File: src/rtl/regfile_wb_arbiter.sv
// rtl/regfile_wb_arbiter.sv - register-file writeback arbiter between ALU results and buffered load responses
// Load responses wait in an in-order FIFO; the ALU wins ties unless the FIFO is full or its head has starved.
module regfile_wb_arbiter #(
  parameter int FIFO_DEPTH   = 2,
  parameter int STARVE_LIMIT = 4
) (
  input  logic        clk,
  input  logic        rst_n,
  input  logic        alu_valid,
  input  logic [4:0]  alu_rd,
  input  logic [31:0] alu_data,
  output logic        alu_stall,
  input  logic        mem_valid,
  output logic        mem_ready,
  input  logic [4:0]  mem_rd,
  input  logic [31:0] mem_data,
  input  logic        issue_valid,
  input  logic [4:0]  issue_rd,
  output logic [31:0] pending,
  output logic        RegWrite,
  output logic [4:0]  rd,
  output logic [31:0] write_data
);

  localparam int PW = (FIFO_DEPTH > 1) ? $clog2(FIFO_DEPTH) : 1;
  localparam int CW = $clog2(FIFO_DEPTH + 1);
  localparam logic [CW-1:0] DEPTH_C = CW'(FIFO_DEPTH);
  localparam logic [PW-1:0] LAST_C  = PW'(FIFO_DEPTH - 1);
  localparam logic [3:0]    LIMIT_C = 4'(STARVE_LIMIT);

  logic [4:0]    fifo_rd_q   [FIFO_DEPTH];
  logic [31:0]   fifo_data_q [FIFO_DEPTH];
  logic [PW-1:0] wr_ptr_q, wr_ptr_d;
  logic [PW-1:0] rd_ptr_q, rd_ptr_d;
  logic [CW-1:0] count_q, count_d;
  logic [3:0]    starve_q, starve_d;
  logic [31:0]   pending_q, pending_d;
  logic          regwrite_q, regwrite_d;
  logic [4:0]    rd_q, rd_d;
  logic [31:0]   wdata_q, wdata_d;

  logic [4:0]  head_rd;
  logic [31:0] head_data;
  logic        fifo_empty, fifo_full;
  logic        grant_fifo, grant_alu, push;

  always_comb begin
    head_rd    = fifo_rd_q[rd_ptr_q];
    head_data  = fifo_data_q[rd_ptr_q];
    fifo_empty = (count_q == '0);
    fifo_full  = (count_q == DEPTH_C);
    mem_ready  = (count_q < DEPTH_C);
    push       = mem_valid && mem_ready;

    grant_fifo = !fifo_empty && (!alu_valid || fifo_full || (starve_q >= LIMIT_C));
    grant_alu  = alu_valid && !grant_fifo;
    alu_stall  = alu_valid && grant_fifo;

    wr_ptr_d = wr_ptr_q;
    if (push) wr_ptr_d = (wr_ptr_q == LAST_C) ? '0 : wr_ptr_q + 1'b1;
    rd_ptr_d = rd_ptr_q;
    if (grant_fifo) rd_ptr_d = (rd_ptr_q == LAST_C) ? '0 : rd_ptr_q + 1'b1;

    count_d = count_q;
    case ({push, grant_fifo})
      2'b10:   count_d = count_q + 1'b1;
      2'b01:   count_d = count_q - 1'b1;
      default: count_d = count_q;
    endcase

    // Counts only cycles where a buffered head exists and loses to the ALU.
    starve_d = starve_q;
    if (fifo_empty || grant_fifo) starve_d = '0;
    else if (starve_q < LIMIT_C)  starve_d = starve_q + 1'b1;

    regwrite_d = 1'b0;
    rd_d       = rd_q;
    wdata_d    = wdata_q;
    if (grant_fifo && head_rd != 5'd0) begin
      regwrite_d = 1'b1;
      rd_d       = head_rd;
      wdata_d    = head_data;
    end else if (grant_alu && alu_rd != 5'd0) begin
      regwrite_d = 1'b1;
      rd_d       = alu_rd;
      wdata_d    = alu_data;
    end

    // Clear first so a same-cycle issue to the same register keeps it pending.
    pending_d = pending_q;
    if (grant_fifo) pending_d[head_rd] = 1'b0;
    if (issue_valid && issue_rd != 5'd0) pending_d[issue_rd] = 1'b1;
    pending_d[0] = 1'b0;
  end

  always_ff @(posedge clk) begin
    if (push) begin
      fifo_rd_q[wr_ptr_q]   <= mem_rd;
      fifo_data_q[wr_ptr_q] <= mem_data;
    end
  end

  always_ff @(posedge clk or negedge rst_n) begin
    if (!rst_n) begin
      wr_ptr_q   <= '0;
      rd_ptr_q   <= '0;
      count_q    <= '0;
      starve_q   <= '0;
      pending_q  <= '0;
      regwrite_q <= 1'b0;
      rd_q       <= '0;
      wdata_q    <= '0;
    end else begin
      wr_ptr_q   <= wr_ptr_d;
      rd_ptr_q   <= rd_ptr_d;
      count_q    <= count_d;
      starve_q   <= starve_d;
      pending_q  <= pending_d;
      regwrite_q <= regwrite_d;
      rd_q       <= rd_d;
      wdata_q    <= wdata_d;
    end
  end

  assign pending    = pending_q;
  assign RegWrite   = regwrite_q;
  assign rd         = rd_q;
  assign write_data = wdata_q;

endmodule

File: config.mk
export PLATFORM = sky130hd
export DESIGN_NAME = regfile_wb_arbiter
export DESIGN_NICKNAME = d
export VERILOG_FILES = /design/src/rtl/regfile_wb_arbiter.sv
export SDC_FILE = /design/constraint.sdc
export NUM_CORES = 1
export LEC_CHECK = 0
export CAP_MARGIN = 20
export CORE_ASPECT_RATIO = 0.75
export CORE_MARGIN = 10
export CORE_UTILIZATION = 25
export DETAILED_ROUTE_END_ITERATION = 10
export DONT_BUFFER_PORTS = 1
export HOLD_SLACK_MARGIN = 0.12
export PLACE_DENSITY_LB_ADDON = 0.08
export REMOVE_ABC_BUFFERS = 1
export SYNTH_ARGS = -nofsm -noshare
export SYNTH_HDL_FRONTEND = slang
export SYNTH_SLANG_ARGS = --single-unit
File: constraint.sdc
create_clock -name clk -period 3.91 [get_ports clk]
set_input_delay 0.1955 -clock clk [delete_from_list [all_inputs] [get_ports clk]]
set_output_delay 0.1955 -clock clk [all_outputs]
set_load 0.01 [all_outputs]
==> results of run 1 <==
==> cell usage after synthesis (all sizes together), types with 4 or more instances <==
library cell	instances
mux2i	100
clkbuf	4
nor2	6
nand3	8
inv	4
mux2	5
nand2	10
o21ai	59
dfrtp	77
xnor2	4
buf	13
nand4	4
edfxtp	74
==> final cells by class <==
cell class,count,area share (%)
clock inverter,13,1.15
timing repair buffer,88,11.2
clock buffer,19,5.72
sequential,151,52.4
tap,331,5.23
multi-input combinational,243,24.1
inverter,4,0.190
antenna,1,0.0316
==> registers in the layout (all words and copies together), names as in the netlist <==
signal	count
fifo_data_q	64
write_data	32
pending	31
fifo_rd_q	10
rd	5
starve_q	4
count_q	2
RegWrite	1
rd_ptr_q	1
wr_ptr_q	1
==> power groups by stage <==
stage	Sequential, mW	Combinational (mW)	Clock, mW
after global placement	2.85	1.57	0
after detailed placement	2.85	1.60	0
after global routing	2.87	1.86	1.66
final	2.80	1.65	1.55
after floorplan	2.73	1.16	0
after CTS	2.83	1.70	1.60
==> path summary, 6_finish.rpt <==
path                            cells after the start                    endpoint                     from  slack (ns)
worst max-delay path                                5  write_data[16]$_DFFE_PN0P_     rd_ptr_q$_DFFE_PN0P_        1.21
min in group asynchronous                           2       pending[19]$_DFF_PN0_                    rst_n        0.37
worst min register to register                      1     starve_q[0]$_DFFE_PN0P_  starve_q[0]$_DFFE_PN0P_        0.43
worst max register to register                      5  write_data[16]$_DFFE_PN0P_     rd_ptr_q$_DFFE_PN0P_        1.21
max in group asynchronous                           2  write_data[17]$_DFFE_PN0P_                    rst_n        3.22
worst min-delay path                                3       pending[10]$_DFF_PN0_              issue_valid        0.15
==> stage by stage <==
stage | total power, mW | util (%) | worst slack [ns] | hold WS [ns]
2_1_floorplan | 3.89 | - | 0.632 | -0.100
3_3_place_gp | 4.42 | 26.9 | 1.25 | -0.0954
3_5_place_dp | 4.46 | 26.9 | 1.18 | -0.0950
4_1_cts | 6.13 | 32.7 | 1.14 | 0.126
5_1_grt | 6.40 | 32.7 | 0.915 | 0.160
6_report | 6.01 | 32.7 | 1.21 | 0.154
==> kinds of logic (layout without fill, tap and decap cells) <==
group | count (synthesis) | in the layout | synth area share, %
flip-flops | 151 | 151 | 66.7
multiplexers | 105 | 105 | 17.0
AO/OA/AOI/OAI | 76 | 76 | 7.28
AND/OR/NAND/NOR | 53 | 53 | 4.99
buffers and inverters | 21 | 124 | 2.88
XOR/XNOR | 5 | 5 | 0.704
adder cells (fa/ha/maj) | 2 | 2 | 0.402
other | 1 | 3 | 0.0603
==> timing repair <==
item                      4_1_cts  5_1_grt
buffers inserted                0        0
hold buffers                   84        0
hold endpoints to repair      220        0
==> routing by layer <==
| layer | global-route usage, % | part of all wire, % |
|---|---|---|
| met4 | 4.54 | 1.6 |
| met5 | 0 | 0 |
| met3 | 3.73 | 6.4 |
| met1 | 14.9 | 47 |
| met2 | 16.7 | 45 |
==> critical path, cell delays in order (launching register included) <==
cell	delay, ns
dfrtp_2	0.60
nor4b_1	0.45
o22ai_1	0.35
nand2_2	0.41
buf_4	0.50
mux2i_1	0.26
==> impl_metrics.toml, run 1 <==
[placement]
placedCellCount = 733
place_congestion = 0.761
dp.final_hpwl_mm = 12.1
placement.io_buffers = 0
placed_area_sq_mm = 0.00652

[drt]
detailroute.via_count = 3835
drtIter0Drc = 159
first_pass_iters = 4
drtAntennaViolNets = 0
drt-wirelength-per-cell_um = 21.0
drt-vias-per-instance = 4.51
detail_route.drc_violations = 0
detail_route.wirelength_mm = 17.8

[power_and_ir_drop]
power.combinational.fraction_pct = 27.5
net_sw_share_pct = 36.7
proportion_of_power_drawn_by_the_clock_network_pct = 25.8
total_leakage_power_nw = 3.16
net-switching-power_mw = 2.20
cellInternalPower_mw = 3.80
peak_vdd_ir_uv = 376
share_seq_of_total_power_pct = 46.7
pwr_density_cell_mw_per_mm2 = 758

[yosys]
synth_top_flop_cell = "dfrtp_1"
synth-edff-count = 74
synth-async-reset-ratio_pct = 51.0
count_of_mapped_cells_out_of_synthesis = 414
netlist_area_sq_mm = 0.00622
ys_seq_elements = 151
synth.avg_cell_area_sq_um = 15.0
ys_top_cells_by_area = "edfxtp_1 (36%), dfrtp_1 (31%), mux2i_1 (16%)"
synth-warning-count = 0
synthDistinctLibCells = 45
synth_top_area_cell = "edfxtp_1"
synth_seq_area_share_pct = 66.7
synth.top_cell.area_share_pct = 35.7

[layout]
postLayoutCellArea_sq_mm = 0.00792
drive_gt1_share_pct = 10.2
register_area_sq_mm = 0.00415
final_common_cell = "mux2i_1"
finish.cell_count_without_fillers = 850
fillerInstances = 2429
finish.net_count = 591
area_growth_syn_to_layout_pct = 27.3
most-common-layout-cells = "mux2i_1 (100), dlygate4sd3_1 (83), dfrtp_1 (76)"
multi_input_area_sq_mm = 0.00191

[global_routing]
grt_overflow = 0
grt_pass1_wl_mm = 26.7
grt_start_max_net_pins = 78
grt_antenna_before_repair = 1
first_global_vias = 4098
grt_usage_pct = 11.3

[sta]
slew_headroom_pct = 31.8
fin_worst_skew_ns = 0.0146
maxClockFrequency_mhz = 371
timing_max_transition_violations_final = 0
rsz0062_at_grt = "false"
hold_viol_final = 0
post-route-period-util_pct = 68.9
setup_viol = 0
fin_crit_ns = 2.70
transition_at_the_pin_with_the_smallest_max_transition_slack_ns = 1.02
timing.setup.tns_ns = 0

[status]
outcome = "finished clean"

[clock_tree]
tritoncts = "yes"
h_tree_level_count = 4
cts-resized-gates = 0
clock-sinks = 151
cts_made_buffers = 17
clkTransAtPathRegs_ns = 0.07
cts.root.buffer_cell = "clkbuf_16"
clock_insertion_delay_worst_skew_ns = 0.43
cts.path.max_buffers = 2

[critical_path]
arrival_ns = 3.04
critical_path_peak_fanout = 27
worst-setup-path-type = "reg2reg"
endpoint_kind = "register"
startpoint_types = "register"
worst-endpoint-required_ns = 4.26

[floorplan]
chipHeight_um = 157
num_io_pins = 156
design.core.area_sq_mm = 0.0242
area_enclosed_by_the_die_boundary_sq_mm = 0.0317
fp.dieW_um = 202
std_cell_rows = 49
initial_standard_cell_utilization_of_the_core_pct = 25.7

[flow_run]
maxCapViolCount = 0

[worst_hold_path]
hold_path.class = "in2reg"
No activity file was read; power rests on OpenSTA's default activity.
==> run 2, diff against run 1 <==
Clock period 3.91 ns to 2.7 ns, I/O delays scaled along.
==> run 2 against run 1 <==
Against the previous run: fmax rose by 19%; register-to-register slack lost 0.77 ns; non-clock buffer count increased by 7; die area stayed put; total power is 48% higher; final cell count is 0.71% higher; sequential share of layout area is 0.86 points lower; flip-flop and latch count did not move; clock skew is 0.0022 ns lower; count of clock-buffer cells in the layout is 5 higher; worst hold slack improved by 0.030 ns; largest power group unchanged; highest routed layer unchanged.
==> impl_metrics.toml, run 2 (synthesis gave the netlist of run 1 again) <==
[status]
outcome = "finished clean"

[floorplan]
area_enclosed_by_the_die_boundary_sq_mm = 0.0317
initial_standard_cell_utilization_of_the_core_pct = 25.7
num_io_pins = 156
design.core.area_sq_mm = 0.0242
std_cell_rows = 49
fp.dieW_um = 202
chipHeight_um = 157

[layout]
drive_gt1_share_pct = 9.52
finish.net_count = 598
most-common-layout-cells = "mux2i_1 (100), dlygate4sd3_1 (87), dfrtp_1 (76)"
final_common_cell = "mux2i_1"
largest_register_ff_count = 64
postLayoutCellArea_sq_mm = 0.00805
area_growth_syn_to_layout_pct = 29.4
max_flop_register = "fifo_data_q"
n_antenna_cell = 0
finish.cell_count_without_fillers = 856

[sta]
post-route-period-util_pct = 83.7
transition_at_the_pin_with_the_smallest_max_transition_slack_ns = 0.769
rsz0062_at_grt = "false"
fin_crit_ns = 2.26
fin_worst_skew_ns = 0.0124
maxClockFrequency_mhz = 443
setup_viol = 0
hold_viol_final = 0
timing_max_transition_violations_final = 0
slew_headroom_pct = 48.5

[critical_path]
cpPeakStageDelay_ns = 0.56
arrival_ns = 2.60
crit_path_top_delay_cell = "dfrtp_2"
critical_path_peak_fanout = 27
crit_chain = "nor4b_1, o22ai_1, nand2_2, buf_12, mux2i_1"
worst-setup-path-type = "reg2reg"
startpoint_types = "register"
endpoint_kind = "register"
worst-endpoint-required_ns = 3.04

[worst_hold_path]
hold_path.class = "in2reg"

[drt]
drtIter0Drc = 195
drt-vias-per-instance = 4.54
wl_met2_mm = 8.23
detail_route.wirelength_mm = 17.9
met3WireLength_mm = 1.31
detail_route.drc_violations = 0
detailroute.via_count = 3883
first_pass_iters = 5
drt-wirelength-per-cell_um = 20.9
highest_layer = "met4"
drtAntennaViolNets = 0
routedLengthMet1_mm = 8.15

[clock_tree]
clkTransAtPathRegs_ns = 0.06
clock-sinks = 151
h_tree_level_count = 4
cts.root.buffer_cell = "clkbuf_16"
cts_setup_buffers = 0
clock_insertion_delay_worst_skew_ns = 0.42
cts_made_buffers = 17
cts.path.max_buffers = 2
tritoncts = "yes"

[placement]
placed_area_sq_mm = 0.00658
place_congestion = 0.747
placement.io_buffers = 0
dp.final_hpwl_mm = 12.3
placedCellCount = 736

[power_and_ir_drop]
pwr_density_cell_mw_per_mm2 = 1100
peak_vdd_ir_uv = 448
total_leakage_power_nw = 3.20

[flow_run]
maxCapViolCount = 0

[global_routing]
grt_start_max_net_pins = 78
grt_usage_pct = 11.4
grt_antenna_before_repair = 0
grt_overflow = 0
first_global_vias = 4241
grt_pass1_wl_mm = 27.1
## run 2: changes by cell type in the layout (fill, tap and decap cells not counted), moves of 3 or more
cell           delta
clkbuf_1          +4
buf_12            +3
inv_4             -6
dlygate4sd3_1     +4
## run 2: layout make-up
class / instances / area (sq um)
timing repair buffer: 95 / 988
clock inverter: 8 / 97.6
sequential: 151 / 4150
tap: 331 / 414
inverter: 4 / 15.0
multi-input combinational: 243 / 1910
fill: 2400 / 16200
clock buffer: 24 / 482
## run 2: final timing paths
check | end | from | depth (start not counted) | slack [ns]
min reg2reg | starve_q[0]$_DFFE_PN0P_ | starve_q[0]$_DFFE_PN0P_ | 1 | 0.44
max reg2reg | write_data[6]$_DFFE_PN0P_ | rd_ptr_q$_DFFE_PN0P_ | 5 | 0.44
max | write_data[6]$_DFFE_PN0P_ | rd_ptr_q$_DFFE_PN0P_ | 5 | 0.44
max in group asynchronous | rd_ptr_q$_DFFE_PN0P_ | rst_n | 2 | 2.04
min in group asynchronous | pending[22]$_DFF_PN0_ | rst_n | 2 | 0.29
min | starve_q[1]$_DFFE_PN0P_ | alu_valid | 2 | 0.18
## run 2: report_power, final
part / switching [mW] / internal [mW] / leakage (nW)
sequential: 0.822 / 3.23 / 1.60
clock: 0.910 / 1.43 / 0.280
combinational: 1.38 / 1.10 / 1.32
total: 3.11 / 5.77 / 3.20
## run 2: metrics by stage
step           hold WS [ns]  utilization, %  total power, mW  worst slack (ns)  TNS (ns)
6_report              0.184            33.3             8.88             0.441         0
5_1_grt               0.177            33.3             9.49             0.205         0
4_1_cts               0.159            33.3             9.08             0.401         0
3_5_place_dp         -0.154            27.2             6.53             0.411         0
3_3_place_gp         -0.154            27.2             6.48             0.441         0
2_1_floorplan        -0.161               -             5.63            -0.578    -18.69
## run 2: what timing repair did
| action | 4_1_cts | 5_1_grt |
|---|---|---|
| gates resized for setup | 0 | 0 |
| endpoints found under the setup margin | 0 | 0 |
| hold buffers | 88 | 0 |
| endpoints found under the hold margin | 222 | 0 |
## run 2: critical path: cells and delay by family (launching register included)
kind,cells,cell delay [ns]
muxes,1,0.22
and+or+nand+nor,2,0.79
buffers and inverters,1,0.28
AOI/OAI and AO/OA,1,0.29
DFF,1,0.56
## run 2: routing by layer
layer | GRT usage [%] | vias up
met5 | 0 | -
met4 | 4.04 | 0
met3 | 4.23 | 15
met2 | 17.3 | 119
met1 | 14.7 | 1979
li1 | - | 1770
